## src/rtl/bram_fifo_ctrl_if.sv

```systemverilog
// Push/pop streams, DP_RAM16K port signals and optional status for bram_fifo_ctrl.
// Status signals exist only when BRAM_FIFO_STATUS_EN is defined.
interface bram_fifo_ctrl_if;
    logic        wr_valid;
    logic        wr_ready;
    logic [31:0] wr_data;
    logic        rd_valid;
    logic        rd_ready;
    logic [31:0] rd_data;
    logic        mem_wen_n;
    logic [8:0]  mem_waddr;
    logic [31:0] mem_wdata;
    logic [31:0] mem_wenb;
    logic        mem_ren_n;
    logic [8:0]  mem_raddr;
    logic [31:0] mem_rdata;
`ifdef BRAM_FIFO_STATUS_EN
    logic [9:0]  level;
    logic        almost_full;
    logic        almost_empty;
`endif

    // slave: the FIFO controller; master: the user logic and RAM around it
    modport slave (
        input  wr_valid, wr_data, rd_ready, mem_rdata,
        output wr_ready, rd_valid, rd_data,
        output mem_wen_n, mem_waddr, mem_wdata, mem_wenb, mem_ren_n, mem_raddr
`ifdef BRAM_FIFO_STATUS_EN
        , output level, almost_full, almost_empty
`endif
    );

    modport master (
        output wr_valid, wr_data, rd_ready, mem_rdata,
        input  wr_ready, rd_valid, rd_data,
        input  mem_wen_n, mem_waddr, mem_wdata, mem_wenb, mem_ren_n, mem_raddr
`ifdef BRAM_FIFO_STATUS_EN
        , input level, almost_full, almost_empty
`endif
    );
endinterface

```

## src/rtl/bram_fifo_ctrl.sv

```systemverilog
// 512-word first-word-fall-through FIFO controller around a registered-read DP_RAM16K.
// Define BRAM_FIFO_STATUS_EN to add registered level/almost_full/almost_empty outputs.
module bram_fifo_ctrl #(
    parameter int unsigned ALMOST_FULL_THRESH  = 496,
    parameter int unsigned ALMOST_EMPTY_THRESH = 16
) (
    input  logic           clk,
    input  logic           rst,
    bram_fifo_ctrl_if.slave bus
);
    localparam logic [9:0] DEPTH = 10'd512;

    logic [8:0]  r_wptr;
    logic [8:0]  r_rptr;
    logic [9:0]  r_ram_cnt;
    logic [9:0]  r_level;
    logic [1:0]  r_obuf_cnt;
    logic        r_inflt;
    logic [31:0] r_obuf [3];

    logic        w_full;
    logic        w_push;
    logic        w_pop;
    logic        w_issue;
    logic [2:0]  w_obuf_occ;
    logic [1:0]  w_tail;
    logic [9:0]  w_level_nxt;
    logic [31:0] w_obuf_nxt [3];

    assign w_full      = (r_level == DEPTH);
    assign w_push      = bus.wr_valid && !rst && !w_full;
    assign w_pop       = bus.rd_ready && !rst && (r_obuf_cnt != 2'd0);
    // Reserve an obuf slot for every read in flight so captures never overflow
    assign w_obuf_occ  = {1'b0, r_obuf_cnt} + {2'b00, r_inflt};
    assign w_issue     = !rst && (r_ram_cnt != 10'd0) && (w_obuf_occ <= 3'd2);
    assign w_level_nxt = r_level + {9'd0, w_push} - {9'd0, w_pop};

    assign bus.wr_ready  = !rst && !w_full;
    assign bus.rd_valid  = !rst && (r_obuf_cnt != 2'd0);
    assign bus.rd_data   = bus.rd_valid ? r_obuf[0] : '0;

    assign bus.mem_wen_n = !w_push;
    assign bus.mem_waddr = r_wptr;
    assign bus.mem_wdata = bus.wr_data;
    assign bus.mem_wenb  = '1;
    assign bus.mem_ren_n = !w_issue;
    assign bus.mem_raddr = r_rptr;

    always_comb begin
        w_obuf_nxt = r_obuf;
        w_tail     = r_obuf_cnt;
        if (w_pop) begin
            w_obuf_nxt[0] = r_obuf[1];
            w_obuf_nxt[1] = r_obuf[2];
            w_tail        = r_obuf_cnt - 2'd1;
        end
        // Capture lands behind whatever survives this cycle's pop
        if (r_inflt) begin
            case (w_tail)
                2'd0:    w_obuf_nxt[0] = bus.mem_rdata;
                2'd1:    w_obuf_nxt[1] = bus.mem_rdata;
                default: w_obuf_nxt[2] = bus.mem_rdata;
            endcase
        end
    end

    always_ff @(posedge clk) begin
        if (rst) begin
            r_wptr     <= '0;
            r_rptr     <= '0;
            r_ram_cnt  <= '0;
            r_level    <= '0;
            r_obuf_cnt <= '0;
            r_inflt    <= 1'b0;
            for (int unsigned i = 0; i < 3; i++) begin
                r_obuf[i] <= '0;
            end
        end else begin
            if (w_push) begin
                r_wptr <= r_wptr + 9'd1;
            end
            if (w_issue) begin
                r_rptr <= r_rptr + 9'd1;
            end
            r_ram_cnt  <= r_ram_cnt + {9'd0, w_push} - {9'd0, w_issue};
            r_inflt    <= w_issue;
            r_obuf_cnt <= r_obuf_cnt + {1'b0, r_inflt} - {1'b0, w_pop};
            r_obuf     <= w_obuf_nxt;
            r_level    <= w_level_nxt;
        end
    end

`ifdef BRAM_FIFO_STATUS_EN
    localparam logic [9:0] AF_TH = 10'(ALMOST_FULL_THRESH);
    localparam logic [9:0] AE_TH = 10'(ALMOST_EMPTY_THRESH);

    logic r_almost_full;
    logic r_almost_empty;

    // Flags are computed from the next level so they change on the same edge as level
    always_ff @(posedge clk) begin
        if (rst) begin
            r_almost_full  <= 1'b0;
            r_almost_empty <= 1'b1;
        end else begin
            r_almost_full  <= (w_level_nxt >= AF_TH);
            r_almost_empty <= (w_level_nxt <= AE_TH);
        end
    end

    assign bus.level        = r_level;
    assign bus.almost_full  = r_almost_full;
    assign bus.almost_empty = r_almost_empty;
`endif
endmodule

```

## src/flat_wrapper.sv

```systemverilog
// flat-port wrapper written by rule: the top's interface ports become plain ports
module bram_fifo_ctrl_flat 
#(
    parameter int unsigned ALMOST_FULL_THRESH  = 496,
    parameter int unsigned ALMOST_EMPTY_THRESH = 16
)
  (clk, rst, bus_wr_valid, bus_wr_data, bus_rd_ready, bus_mem_rdata, bus_wr_ready, bus_rd_valid, bus_rd_data, bus_mem_wen_n, bus_mem_waddr, bus_mem_wdata, bus_mem_wenb, bus_mem_ren_n, bus_mem_raddr);
  bram_fifo_ctrl_if bus_i ();
  input  logic clk;
  input  logic rst;
  input wire logic [$bits(bus_i.wr_valid)-1:0] bus_wr_valid;
  input wire logic [$bits(bus_i.wr_data)-1:0] bus_wr_data;
  input wire logic [$bits(bus_i.rd_ready)-1:0] bus_rd_ready;
  input wire logic [$bits(bus_i.mem_rdata)-1:0] bus_mem_rdata;
  output wire logic [$bits(bus_i.wr_ready)-1:0] bus_wr_ready;
  output wire logic [$bits(bus_i.rd_valid)-1:0] bus_rd_valid;
  output wire logic [$bits(bus_i.rd_data)-1:0] bus_rd_data;
  output wire logic [$bits(bus_i.mem_wen_n)-1:0] bus_mem_wen_n;
  output wire logic [$bits(bus_i.mem_waddr)-1:0] bus_mem_waddr;
  output wire logic [$bits(bus_i.mem_wdata)-1:0] bus_mem_wdata;
  output wire logic [$bits(bus_i.mem_wenb)-1:0] bus_mem_wenb;
  output wire logic [$bits(bus_i.mem_ren_n)-1:0] bus_mem_ren_n;
  output wire logic [$bits(bus_i.mem_raddr)-1:0] bus_mem_raddr;
  assign bus_i.wr_valid = bus_wr_valid;
  assign bus_i.wr_data = bus_wr_data;
  assign bus_i.rd_ready = bus_rd_ready;
  assign bus_i.mem_rdata = bus_mem_rdata;
  assign bus_wr_ready = bus_i.wr_ready;
  assign bus_rd_valid = bus_i.rd_valid;
  assign bus_rd_data = bus_i.rd_data;
  assign bus_mem_wen_n = bus_i.mem_wen_n;
  assign bus_mem_waddr = bus_i.mem_waddr;
  assign bus_mem_wdata = bus_i.mem_wdata;
  assign bus_mem_wenb = bus_i.mem_wenb;
  assign bus_mem_ren_n = bus_i.mem_ren_n;
  assign bus_mem_raddr = bus_i.mem_raddr;
  bram_fifo_ctrl #(.ALMOST_FULL_THRESH(ALMOST_FULL_THRESH), .ALMOST_EMPTY_THRESH(ALMOST_EMPTY_THRESH)) u_core (.clk(clk), .rst(rst), .bus(bus_i));
endmodule
```

## config.mk

```make
export PLATFORM = sky130hd
export DESIGN_NAME = bram_fifo_ctrl_flat
export DESIGN_NICKNAME = d
export VERILOG_FILES = /design/src/rtl/bram_fifo_ctrl_if.sv /design/src/rtl/bram_fifo_ctrl.sv /design/src/flat_wrapper.sv
export SDC_FILE = /design/constraint.sdc
export NUM_CORES = 1
export LEC_CHECK = 0
export ABC_AREA = 1
export CAP_MARGIN = 15
export CORE_MARGIN = 2
export CORE_UTILIZATION = 55
export CTS_CLUSTER_DIAMETER = 40
export DETAILED_ROUTE_END_ITERATION = 8
export GPL_TIMING_DRIVEN = 0
export HOLD_SLACK_MARGIN = 0.08
export PLACE_DENSITY = 0.86
export SLEW_MARGIN = 40
export SYNTH_ARGS = -nofsm -noshare
export SYNTH_HDL_FRONTEND = slang
export SYNTH_SLANG_ARGS = --single-unit
```

## constraint.sdc

```tcl
create_clock -name clk -period 8.1 [get_ports clk]
set_clock_uncertainty 0.05 [all_clocks]
set_input_delay 1.62 -clock clk [delete_from_list [all_inputs] [get_ports clk]]
set_output_delay 1.62 -clock clk [all_outputs]
set_load 0.02 [all_outputs]
```

; Word level (Yosys, flattened, before mapping)
; Cells that the tools add are included.
[classes]
addsub = 10
order_cmp = 1
n_eq_ne = 2
muxes = 7
n_bitwise = 1
reduce_logical = 17
[op_table]
columns = cell, n
row1 = two-way mux 32 bit, 4
row2 = two-way mux 96 bit, 1
row3 = two-way mux 64 bit, 1
row4 = adder 10 x 1 -> 10 bit, 2
row5 = subtractor 10 x 1 -> 10 bit, 2
row6 = "adder 9 x 1 -> 9 bit, second input constant", 2
row7 = "== test 10 bit, second input constant", 1
row8 = nonzero test 10 bit, 1
row9 = logical AND 1 bit, 8
row10 = logical NOT 1 bit, 4
row11 = adder 2 x 1 -> 3 bit, 1
row12 = "less-or-equal comparator 3 x 2 -> 1 bit, second input constant", 1
row13 = adder 2 x 1 -> 2 bit, 1
row14 = "== test 2 x 1 -> 1 bit, second input constant", 1
row15 = logical NOT 2 bit, 1
row16 = two-way mux 2 bit, 1
row17 = AND reduction 2 bit, 1
row18 = nonzero test 2 bit, 1
row19 = OR reduction 2 bit, 1
row20 = subtractor 2 x 1 -> 2 bit, 1
row21 = "subtractor 2 x 1 -> 2 bit, second input constant", 1
row22 = inverter 1 bit, 1
[word_totals]
reg_bits = 137
inputBits = 68

; Depth between registers and ports, before layout
; Gate-level depths: netlist of the first run.
[logic_depth]
ltp_word = 8
mapped_depth = 18
mapped_depth_nobuf = 17

; Least setup slack after synthesis of the first run
; OpenSTA, ideal clock, no wires.
[synth_timing]
path_type = input to output
start = in rst
end = out bus_rd_data[10]
arrival_time_ns = 2.666
required_ns = 6.430
setup_slack_ns = 3.764
stages = 5
path_buffers = 2
cell_sequence = buf_6 nor2_2 inv_1 clkbuf_1 nor2_1
[synth_between]
elab_chain_cells = 3
[synth_lines]
columns = element, line_no
row1 = start: declaration, flat_wrapper.sv:10  ; input logic rst;
row2 = logical NOT 1 bit, bram_fifo_ctrl.sv:39  ; assign bus.rd_valid = !rst && (r_obuf_cnt != 2'd0);
row3 = logical AND 1 bit, bram_fifo_ctrl.sv:39
row4 = net bus_rd_valid, flat_wrapper.sv:16  ; output wire logic [$bits(bus_i.rd_valid)-1:0] bus_rd_valid;
row5 = two-way mux 32 bit, bram_fifo_ctrl.sv:40  ; assign bus.rd_data = bus.rd_valid ? r_obuf[0] : '0;
row6 = end: declaration, flat_wrapper.sv:17  ; output wire logic [$bits(bus_i.rd_data)-1:0] bus_rd_data;
; The timed path passes the listed nets, and every way through them passes these cells.

; Worst setup path after layout of the first run
[layout_timing]
start = in rst
end = out bus_rd_data[30]
[layout_between]
elab_chain_cells = 3
[layout_lines]
columns = element, line_no
row1 = logical NOT 1 bit, bram_fifo_ctrl.sv:39
row2 = logical AND 1 bit, bram_fifo_ctrl.sv:39
row3 = two-way mux 32 bit, bram_fifo_ctrl.sv:40
; Every way passes these cells.

==> results of run 1 <==
## placed cells by master (no fill, tap or decap), drive strengths merged
| master | n |
|---|---|
| clkdlybuf4s50 | 120 |
| clkinv | 6 |
| clkinvlp | 3 |
| o21ai | 76 |
| a31oi | 1 |
| dfxtp | 137 |
| a21oi | 32 |
| inv | 208 |
| nand2 | 364 |
| nand4 | 9 |
| nand3b | 2 |
| bufinv | 1 |
| conb | 32 |
| ha | 35 |
| fa | 2 |
| and3 | 2 |
| nand3 | 34 |
| nor2 | 277 |
| clkbuf | 37 |
| or2 | 1 |
| xnor2 | 2 |
| o21bai | 5 |
| xor2 | 3 |
| buf | 100 |
## layout make-up
cell class	count	area, um2	area share
clock buffers	21	470	0.0457
plain buffers	116	805	0.0782
inverters	207	782	0.0760
flip-flops and latches	137	2740	0.267
multi-input cells	877	3960	0.385
clock inverters	11	95.1	0.00925
repair buffers	120	1200	0.117
well taps	184	230	0.0224
## state kept, by name, indices dropped and copies added (netlist names)
signal and flops:
u_core.bus.mem_raddr 9, u_core.bus.mem_waddr 9, u_core.r_inflt 1, u_core.r_level 10, u_core.r_obuf 96, u_core.r_obuf_cnt 2, u_core.r_ram_cnt 10
## stage by stage
step	power (mW)	instances	hold slack, ns
2_1_floorplan	2.30	1337	0.445
6_report	3.48	1673	0.452
3_5_place_dp	2.70	1641	0.446
5_1_grt	3.78	1673	0.476
4_1_cts	3.46	1673	0.452
3_3_place_gp	2.64	1641	0.434
## cell families after synthesis
family          count (synthesis)
compound gates                114
xor+xnor                        5
fa+ha+maj                      37
buf+inv                       323
flops                         137
other cells                     1
simple gates                  689
## synthesized netlist by cell type
cell and count:
nand2_1 359, nand3b_1 2, a21oi_1 32, dfxtp_1 137, buf_6 9, o21ai_0 25
nand4_1 9, clkbuf_1 16, a31oi_1 1, buf_4 75, o21ai_1 51, and3_1 2
or2_2 1, xor2_1 3, nand2_4 1, nand2_2 4, inv_1 198, nor2_4 1
nand3_4 3, nand3_1 31, nor2_1 275, xnor2_1 2, inv_6 1, conb_1 1
ha_1 35, o21bai_1 5, inv_2 8, fa_1 2, nor2_2 1, buf_2 16
## tightest hold or removal path, cell delays in order, from the launching register on
cell	delay (ns)
dfxtp_1	0.33
nand2_1	0.07
a21oi_1	0.05
## path summary, 6_finish.rpt
path	startpoint	slack, ns	depth (start not counted)	end
setup / recovery	rst	3.17	6	bus_rd_data[30]
hold / removal	u_core.bus.mem_waddr[8]$_SDFFE_PP0N_	0.45	2	u_core.bus.mem_waddr[8]$_SDFFE_PP0N_
setup reg to reg	u_core.r_inflt$_SDFF_PP0_	4.83	17	u_core.r_ram_cnt[6]$_SDFF_PP0_
hold reg to reg	u_core.bus.mem_waddr[8]$_SDFFE_PP0N_	0.45	2	u_core.bus.mem_waddr[8]$_SDFFE_PP0N_
## per-layer routing
metal / track usage / vias to the layer above / share of wire
met1: 0.313 / 3592 / 0.43
met2: 0.431 / 293 / 0.47
li1: - / 4141 / -
met5: 0 / - / 0
met4: 0.118 / 0 / 0.031
met3: 0.0489 / 51 / 0.066
## power by group
| part | leakage [nW] | internal [mW] | switching (mW) | total [mW] |
|---|---|---|---|---|
| sequential | 1.12 | 0.905 | 0.0934 | 0.998 |
| combinational | 3.76 | 0.649 | 1.09 | 1.74 |
| clock | 0.275 | 0.444 | 0.299 | 0.743 |
| total | 5.16 | 2.00 | 1.49 | 3.48 |
==> flow_summary_export.csv, run 1 <==
group,metric,value,unit
synthesis,synthTopCellsByArea,"dfxtp_1 34%, nand2_1 16%, nor2_1 13%",
critical_path,crit_chain,"buf_6 > nor2_2 > inv_1 > clkbuf_1 > nor2_1 > clkdlybuf4s50_1",
floorplanning,die_area,15800,um2
outcome,status,"completed",
synthesis,synth_warnings,0,
critical_path,arrival,3.26,ns
placement,io_buffers,120,
sta,setup_slack,3.17,ns
drt,drc,0,
synthesis,yosysTopAreaCell,"dfxtp_1",
critical_path,critPathKind,"input pin to output port",
job,max-cap-violations,0,
layout,area_growth,25.9,%
drt,drtAntennaViolNets,0,
floorplanning,dieHeight,126,um
placement,placed_area,9720,um2
layout,fin_nets,1581,
critical_path,critPathMaxFanout,10,
drt,finalWirelength,20200,um
floorplanning,die_w,126,um
critical_path,end_kind,"output port",
worst_hold_path,hold_path.class,"flip-flop to flip-flop",
sta,relSlewSlack,0.544,
clocking,cts.path.max_buffers,2,
layout,fin_util,0.708,
grt,grt_max_degree,17,
layout,finalInstanceArea,10300,um2
placement,place_ws,3.17,ns
synthesis,syn_area_per_cell,6.26,um2
synthesis,yosysSeqAreaShare,0.336,
grt,grt_pass1_wl,33300,um
critical_path,cp_data_required_time,6.43,ns
synthesis,post_synth_num_cell_types,30,
sta,fmax,0.203,GHz
synthesis,synthCells,1306,
synthesis,synthAdderAreaFrac,0.0585,
synthesis,synth_top_area_share,0.336,
clocking,root_buffer,"clkbuf_16",
synthesis,synth_compound_area_frac,0.0715,
synthesis,synth_top_family_by_area,"simple AND/OR/NAND/NOR gates",
critical_path,crit_buf_inv,4,
grt,track_usage,0.255,
clocking,post-cts-setup-buffer-count,0,
placement,dp_hpwl,14200,um
sta,tns,0,ns
synthesis,netlist_area,8170,um2
drt,vias,8077,
synthesis,muxShareOfSynthArea,0,
synthesis,synth-simple-area-share,0.334,
synthesis,ys_seq_elements,137,
pwr,power_density,339,nW/um2
layout,drive_gt1_frac,0.101,
drt,detailedRoute.firstIterationViolations,674,
clocking,clk_pin_slew_worst_paths,0.05,ns
drt,via_per_inst,4.83,
sta,period_minus_slack,4.93,ns
sta,finalSetupViolations,0,
layout,fill_cells,1221,
clocking,cts_tree,"done",
floorplanning,core,14500,um2
sta,post-route-period-util,0.608,
pwr,p_leak,5.16,nW
floorplanning,num_rows,44,
critical_path,crit_path_start_kind,"input pin",
clocking,cts_hold_buf,0,
drt,wire_per_inst,12.1,um
clocking,cts.sinks,137,
clocking,ctsResizeCount,0,
sta,tightest_slew,0.685,ns
grt,grt_pass1_vias,7341,
floorplanning,ioPinCount,186,
clocking,numCtsBuffers,17,
grt,grt_antenna_before_repair,0,
synthesis,synthXorXnorAreaFrac,0.00536,
sta,hold_viol,0,
grt,overflow,0,
sta,rsz0062_at_grt,"false",
clocking,clk_latency,0.43,ns
floorplanning,start_util,0.562,
critical_path,cp_top_family,"buffers and inverters",
sta,drv_slew,0,
critical_path,slowest_stage,"clkdlybuf4s50_1",
clocking,cts_htree_levels,4,
critical_path,cp_slowest_stage_delay,0.65,ns
drt,firstDrtPassIters,8,
pwr,ir_drop,0.000170,V
layout,diodes,0,
placement,gp_congestion,0.863,
(Power assumes the default switching activity.)
==> run 2, diff against run 1 <==
Settings changed: CORE_UTILIZATION 55 to 51, PLACE_DENSITY 0.86 to 0.81.
Clock period 8.1 ns to 4.8 ns, I/O delays scaled along.
==> flow_summary_export.csv, run 2 (synthesis gave the netlist of run 1 again) <==
group,metric,value,unit
placement,place_ws,1.12,ns
drt,drc,0,
sta,rsz0062_at_grt,"false",
layout,fin_util,0.660,
sta,drv_slew,0,
drt,finalWirelength,20000,um
placement,dp_hpwl,14100,um
sta,post-route-period-util,0.756,
clocking,ctsResizeCount,0,
layout,largest_reg_flops,96,
grt,grt_max_degree,17,
grt,overflow,0,
critical_path,end_kind,"output port",
clocking,cts_hold_buf,0,
clocking,root_buffer,"clkbuf_16",
pwr,power_density,582,nW/um2
clocking,cts_htree_levels,4,
placement,io_buffers,120,
floorplanning,die_area,17000,um2
layout,final_cell_mix,"359 x nand2_1, 275 x nor2_1, 198 x inv_1",
sta,relSlewSlack,0.529,
critical_path,cp_top_family,"buffers and inverters",
drt,drtAntennaViolNets,0,
clocking,post-cts-setup-buffer-count,0,
drt,detailedRoute.firstIterationViolations,521,
sta,finalSetupViolations,0,
grt,track_usage,0.237,
critical_path,cp_common_cell,"inv_1",
critical_path,cp_slowest_stage_delay,0.65,ns
grt,grt_pass1_vias,6941,
clocking,clk_pin_slew_worst_paths,0.05,ns
critical_path,cp_data_required_time,3.79,ns
sta,hold_viol,0,
clocking,cts.sinks,137,
layout,fin_nets,1581,
critical_path,crit_buf_inv,4,
floorplanning,die_w,131,um
grt,grt_pass1_wl,32300,um
drt,vias,7915,
layout,final_common_cell,"nand2_1",
layout,reg_top3,"u_core.r_obuf (96), u_core.r_level (10), u_core.r_ram_cnt (10)",
worst_hold_path,hold_path.class,"flip-flop to flip-flop",
sta,fmax,0.276,GHz
layout,diodes,0,
job,max-cap-violations,0,
grt,grt_antenna_before_repair,0,
outcome,status,"completed",
drt,wire_per_inst,11.7,um
layout,drive_gt1_frac,0.0987,
floorplanning,start_util,0.518,
layout,largest-register,"u_core.r_obuf",
critical_path,crit_path_start_kind,"flip-flop",
sta,tightest_slew,0.706,ns
pwr,p_leak,5.19,nW
clocking,cts_tree,"done",
critical_path,critPathKind,"flip-flop to output port",
sta,tns,0,ns
clocking,cts.path.max_buffers,2,
floorplanning,core,15800,um2
critical_path,crit_chain,"inv_1 > ha_1 > nor2_2 > inv_1 > clkbuf_1 > nor2_1 > clkdlybuf4s50_1",
critical_path,critPathMaxFanout,10,
floorplanning,dieHeight,131,um
drt,via_per_inst,4.64,
drt,firstDrtPassIters,5,
sta,period_minus_slack,3.63,ns
pwr,ir_drop,0.000353,V
layout,area_growth,27.4,%
floorplanning,num_rows,46,
sta,setup_slack,1.17,ns
critical_path,arrival,2.62,ns
clocking,clk_latency,0.43,ns
clocking,numCtsBuffers,17,
placement,gp_congestion,0.853,
critical_path,slowest_stage,"clkdlybuf4s50_1",
floorplanning,ioPinCount,186,
## run 2: cell types whose count changed in the layout (fill, tap and decap cells not counted)
cell,previous run,this run
bufinv_16,1,5
clkbuf_1,17,21
clkinv_2,5,1
clkinvlp_4,3,1
clkinv_4,1,0
inv_6,2,1
## run 2: power by group
part	leakage, nW	internal, mW	switching [mW]
registers	1.12	1.53	0.151
clock network	0.312	0.962	0.492
logic	3.76	1.10	1.82
## run 2: final cells by class
type / instances / area [um2]
inverter: 207 / 782
buffer: 116 / 805
fill: 1391 / 5360
timing repair buffer: 120 / 1200
multi-input combinational: 877 / 3960
clock inverter: 7 / 163
clock buffer: 25 / 485
tap: 216 / 270
sequential: 137 / 2740
## run 2: metrics by stage
stage               power (mW)  cell area, um2  cells  hold WS, ns
finish                    6.05           10400   1705        0.457
global route              6.58           10400   1705        0.493
global placement          4.47            9760   1673        0.435
CTS                       6.05           10400   1705        0.457
detailed placement        4.57            9760   1673        0.445
floorplan                 3.88            8290   1337        0.445
## run 2: worst paths after layout
| kind | start | endpoint | slack, ns | cells after the start |
|---|---|---|---|---|
| max | u_core.r_obuf_cnt[1]$_SDFF_PP0_ | bus_rd_data[30] | 1.17 | 7 |
| min | u_core.bus.mem_raddr[1]$_SDFFE_PP0P_ | u_core.bus.mem_raddr[1]$_SDFFE_PP0P_ | 0.46 | 2 |
| max reg2reg | u_core.r_inflt$_SDFF_PP0_ | u_core.r_ram_cnt[6]$_SDFF_PP0_ | 1.60 | 17 |
| min reg2reg | u_core.bus.mem_raddr[1]$_SDFFE_PP0P_ | u_core.bus.mem_raddr[1]$_SDFFE_PP0P_ | 0.46 | 2 |
## run 2: worst register-to-register path, stage by stage (launching register included)
cell      delay (ns)
dfxtp_1         0.53
ha_1            0.24
inv_1           0.05
ha_1            0.26
nand3b_1        0.07
nand2_1         0.08
nand3_1         0.28
or2_2           0.43
nand2_1         0.08
ha_1            0.23
fa_1            0.24
nand3_1         0.08
nand2_1         0.14
nand3_1         0.09
nand2_1         0.09
nand2_1         0.06
nand2_1         0.06
nor2_1          0.04
## run 2: metal layers
layer	vias up	GRT usage	wire, um
met5	-	0	0
met2	227	0.402	9420
li1	4144	-	-
met4	0	0.0845	387
met1	3516	0.304	8960
met3	28	0.0419	1200
==> run 3, diff against run 2 <==
Settings changed: CORE_UTILIZATION 51 to 46, PLACE_DENSITY 0.81 to 0.77.
Clock period 4.8 ns to 3 ns, I/O delays scaled along.
==> flow_summary_export.csv, run 3 (synthesis gave the netlist of run 1 again) <==
group,metric,value,unit
worst_hold_path,worstHoldPathCells,2,
pwr,p_leak,5.31,nW
critical_path,r2r_cells,17,
sta,drv_slew,0,
pwr,power_density,912,nW/um2
grt,track_usage,0.218,
sta,rsz0062_at_grt,"false",
placement,io_buffers,120,
pwr,ir_drop,0.000565,V
layout,largest_reg_flops,96,
layout,area_growth,26.6,%
placement,placed_cells,1682,
clocking,ctsResizeCount,36,
clocking,cts_htree_levels,4,
critical_path,arrival,2.24,ns
critical_path,r2r-end,"u_core.r_ram_cnt[6]$_SDFF_PP0_",
floorplanning,start_util,0.471,
floorplanning,die_w,137,um
floorplanning,num_rows,48,
drt,via_per_inst,4.62,
layout,fill_cells,1644,
floorplanning,dieHeight,137,um
layout,register_area,2750,um2
grt,overflow,0,
pwr,p_total,9.43,mW
clocking,clk_pin_slew_worst_paths,0.06,ns
grt,grt_max_degree,17,
sta,fmax,0.346,GHz
critical_path,cp_data_required_time,2.35,ns
critical_path,critPathKind,"flip-flop to output port",
grt,grt_pass1_vias,7081,
layout,fin_nets,1580,
sta,tns,0,ns
clocking,cts_tree,"done",
layout,instances_no_fill,1713,
drt,drc,0,
layout,reg_top3,"u_core.r_obuf (96), u_core.r_level (10), u_core.r_ram_cnt (10)",
sta,finalSetupViolations,0,
drt,detailedRoute.firstIterationViolations,516,
floorplanning,core,17400,um2
clocking,clk_latency,0.44,ns
critical_path,crit_path_start_kind,"flip-flop",
sta,period_minus_slack,2.89,ns
clocking,cts.path.max_buffers,2,
clocking,root_buffer,"clkbuf_16",
drt,drtAntennaViolNets,0,
job,max-cap-violations,0,
drt,finalWirelength,20000,um
clocking,numCtsBuffers,17,
clocking,cts.sinks,137,
placement,dp_hpwl,14500,um
drt,vias,7918,
placement,gp_congestion,0.841,
drt,firstDrtPassIters,5,
layout,drive_gt1_frac,0.107,
layout,multi_input_area,3980,um2
outcome,status,"completed",
worst_hold_path,hold_path.class,"input pin to flip-flop",
grt,grt_antenna_before_repair,0,
worst_hold_path,hold_path_end,"u_core.bus.mem_waddr[6]$_SDFFE_PP0N_",
layout,final_common_cell,"nand2_1",
critical_path,end_kind,"output port",
critical_path,rrSetupSlack,0.25,ns
layout,diodes,0,
clocking,cts_hold_buf,0,
sta,tightest_slew,0.779,ns
layout,final_cell_mix,"357 x nand2_1, 275 x nor2_1, 198 x inv_1",
grt,grt_pass1_wl,32800,um
drt,wire_per_inst,11.7,um
critical_path,critPathMaxFanout,5,
sta,hold_viol,0,
critical_path,reg2reg_from,"u_core.r_inflt$_SDFF_PP0_",
layout,largest-register,"u_core.r_obuf",
floorplanning,die_area,18800,um2
floorplanning,ioPinCount,186,
worst_hold_path,hold_path_startpoint,"rst",
clocking,post-cts-setup-buffer-count,0,
sta,post-route-period-util,0.962,
sta,relSlewSlack,0.481,
==> run 3: cell count changes in the layout (fill, tap and decap cells not counted), sizes merged <==
| cell | change |
|---|---|
| clkinvlp | +1 |
| clkinv | +4 |
| buf | -1 |
| clkbuf | -6 |
| inv | +4 |
| dlymetal6s2s | +1 |
| bufinv | -3 |
| dlygate4sd2 | +30 |
| clkdlybuf4s15 | +1 |
| clkdlybuf4s50 | -32 |
==> run 3: how the worst max path moves through the flow <==
stage | start | end | cells past startpoint | slack [ns]
3_3_place_gp | bus_rd_ready | u_core.r_level[6]$_SDFF_PP0_ | 16 | -0.28
4_1_cts | u_core.r_inflt$_SDFF_PP0_ | u_core.r_ram_cnt[6]$_SDFF_PP0_ | 17 | 0.05
3_5_place_dp | bus_rd_ready | u_core.r_level[6]$_SDFF_PP0_ | 16 | -0.33
6_report | u_core.r_obuf_cnt[1]$_SDFF_PP0_ | bus_rd_data[31] | 6 | 0.11
2_1_floorplan | u_core.r_inflt$_SDFF_PP0_ | u_core.r_ram_cnt[6]$_SDFF_PP0_ | 17 | 0.06
5_1_grt | u_core.r_inflt$_SDFF_PP0_ | u_core.r_ram_cnt[6]$_SDFF_PP0_ | 17 | 0.01
==> run 3: report_power, final <==
part | total [mW] | internal [mW] | leakage, nW | switching [mW]
logic | 4.64 | 1.73 | 3.91 | 2.91
registers | 2.69 | 2.45 | 1.12 | 0.244
clock network | 2.10 | 1.25 | 0.285 | 0.848
==> run 3: worst max-delay path, stage by stage, from the launching register on <==
cell and delay (ns):
dfxtp_1 0.33, inv_1 0.10, ha_1 0.25, nor2_2 0.16, inv_1 0.13, nor2_1 0.19, clkdlybuf4s50_1 0.64
==> run 3: final cells by class <==
class	count	area share
Clock buffer	19	0.0428
Sequential cell	137	0.265
Timing Repair Buffer	120	0.113
Tap cell	225	0.0272
Buffer	115	0.0776
Multi-Input combinational cell	877	0.385
Inverter	207	0.0756
Clock inverter	13	0.0138
==> run 3: layer usage <==
layer | GRT usage | wire [um]
met4 | 0.0802 | 492
met2 | 0.360 | 9220
met3 | 0.0497 | 1220
met5 | 0 | 0
met1 | 0.278 | 9100
==> run 3: through the flow <==
step | hold slack, ns | setup slack [ns] | utilization | instance area, um2
6_report | 0.362 | 0.113 | 0.596 | 10300
5_1_grt | 0.360 | 0.00984 | 0.596 | 10300
4_1_cts | 0.352 | 0.0535 | 0.595 | 10300
3_5_place_dp | 0.445 | -0.326 | 0.563 | 9770
3_3_place_gp | 0.432 | -0.283 | 0.563 | 9770
2_1_floorplan | 0.445 | 0.0633 | - | 8290
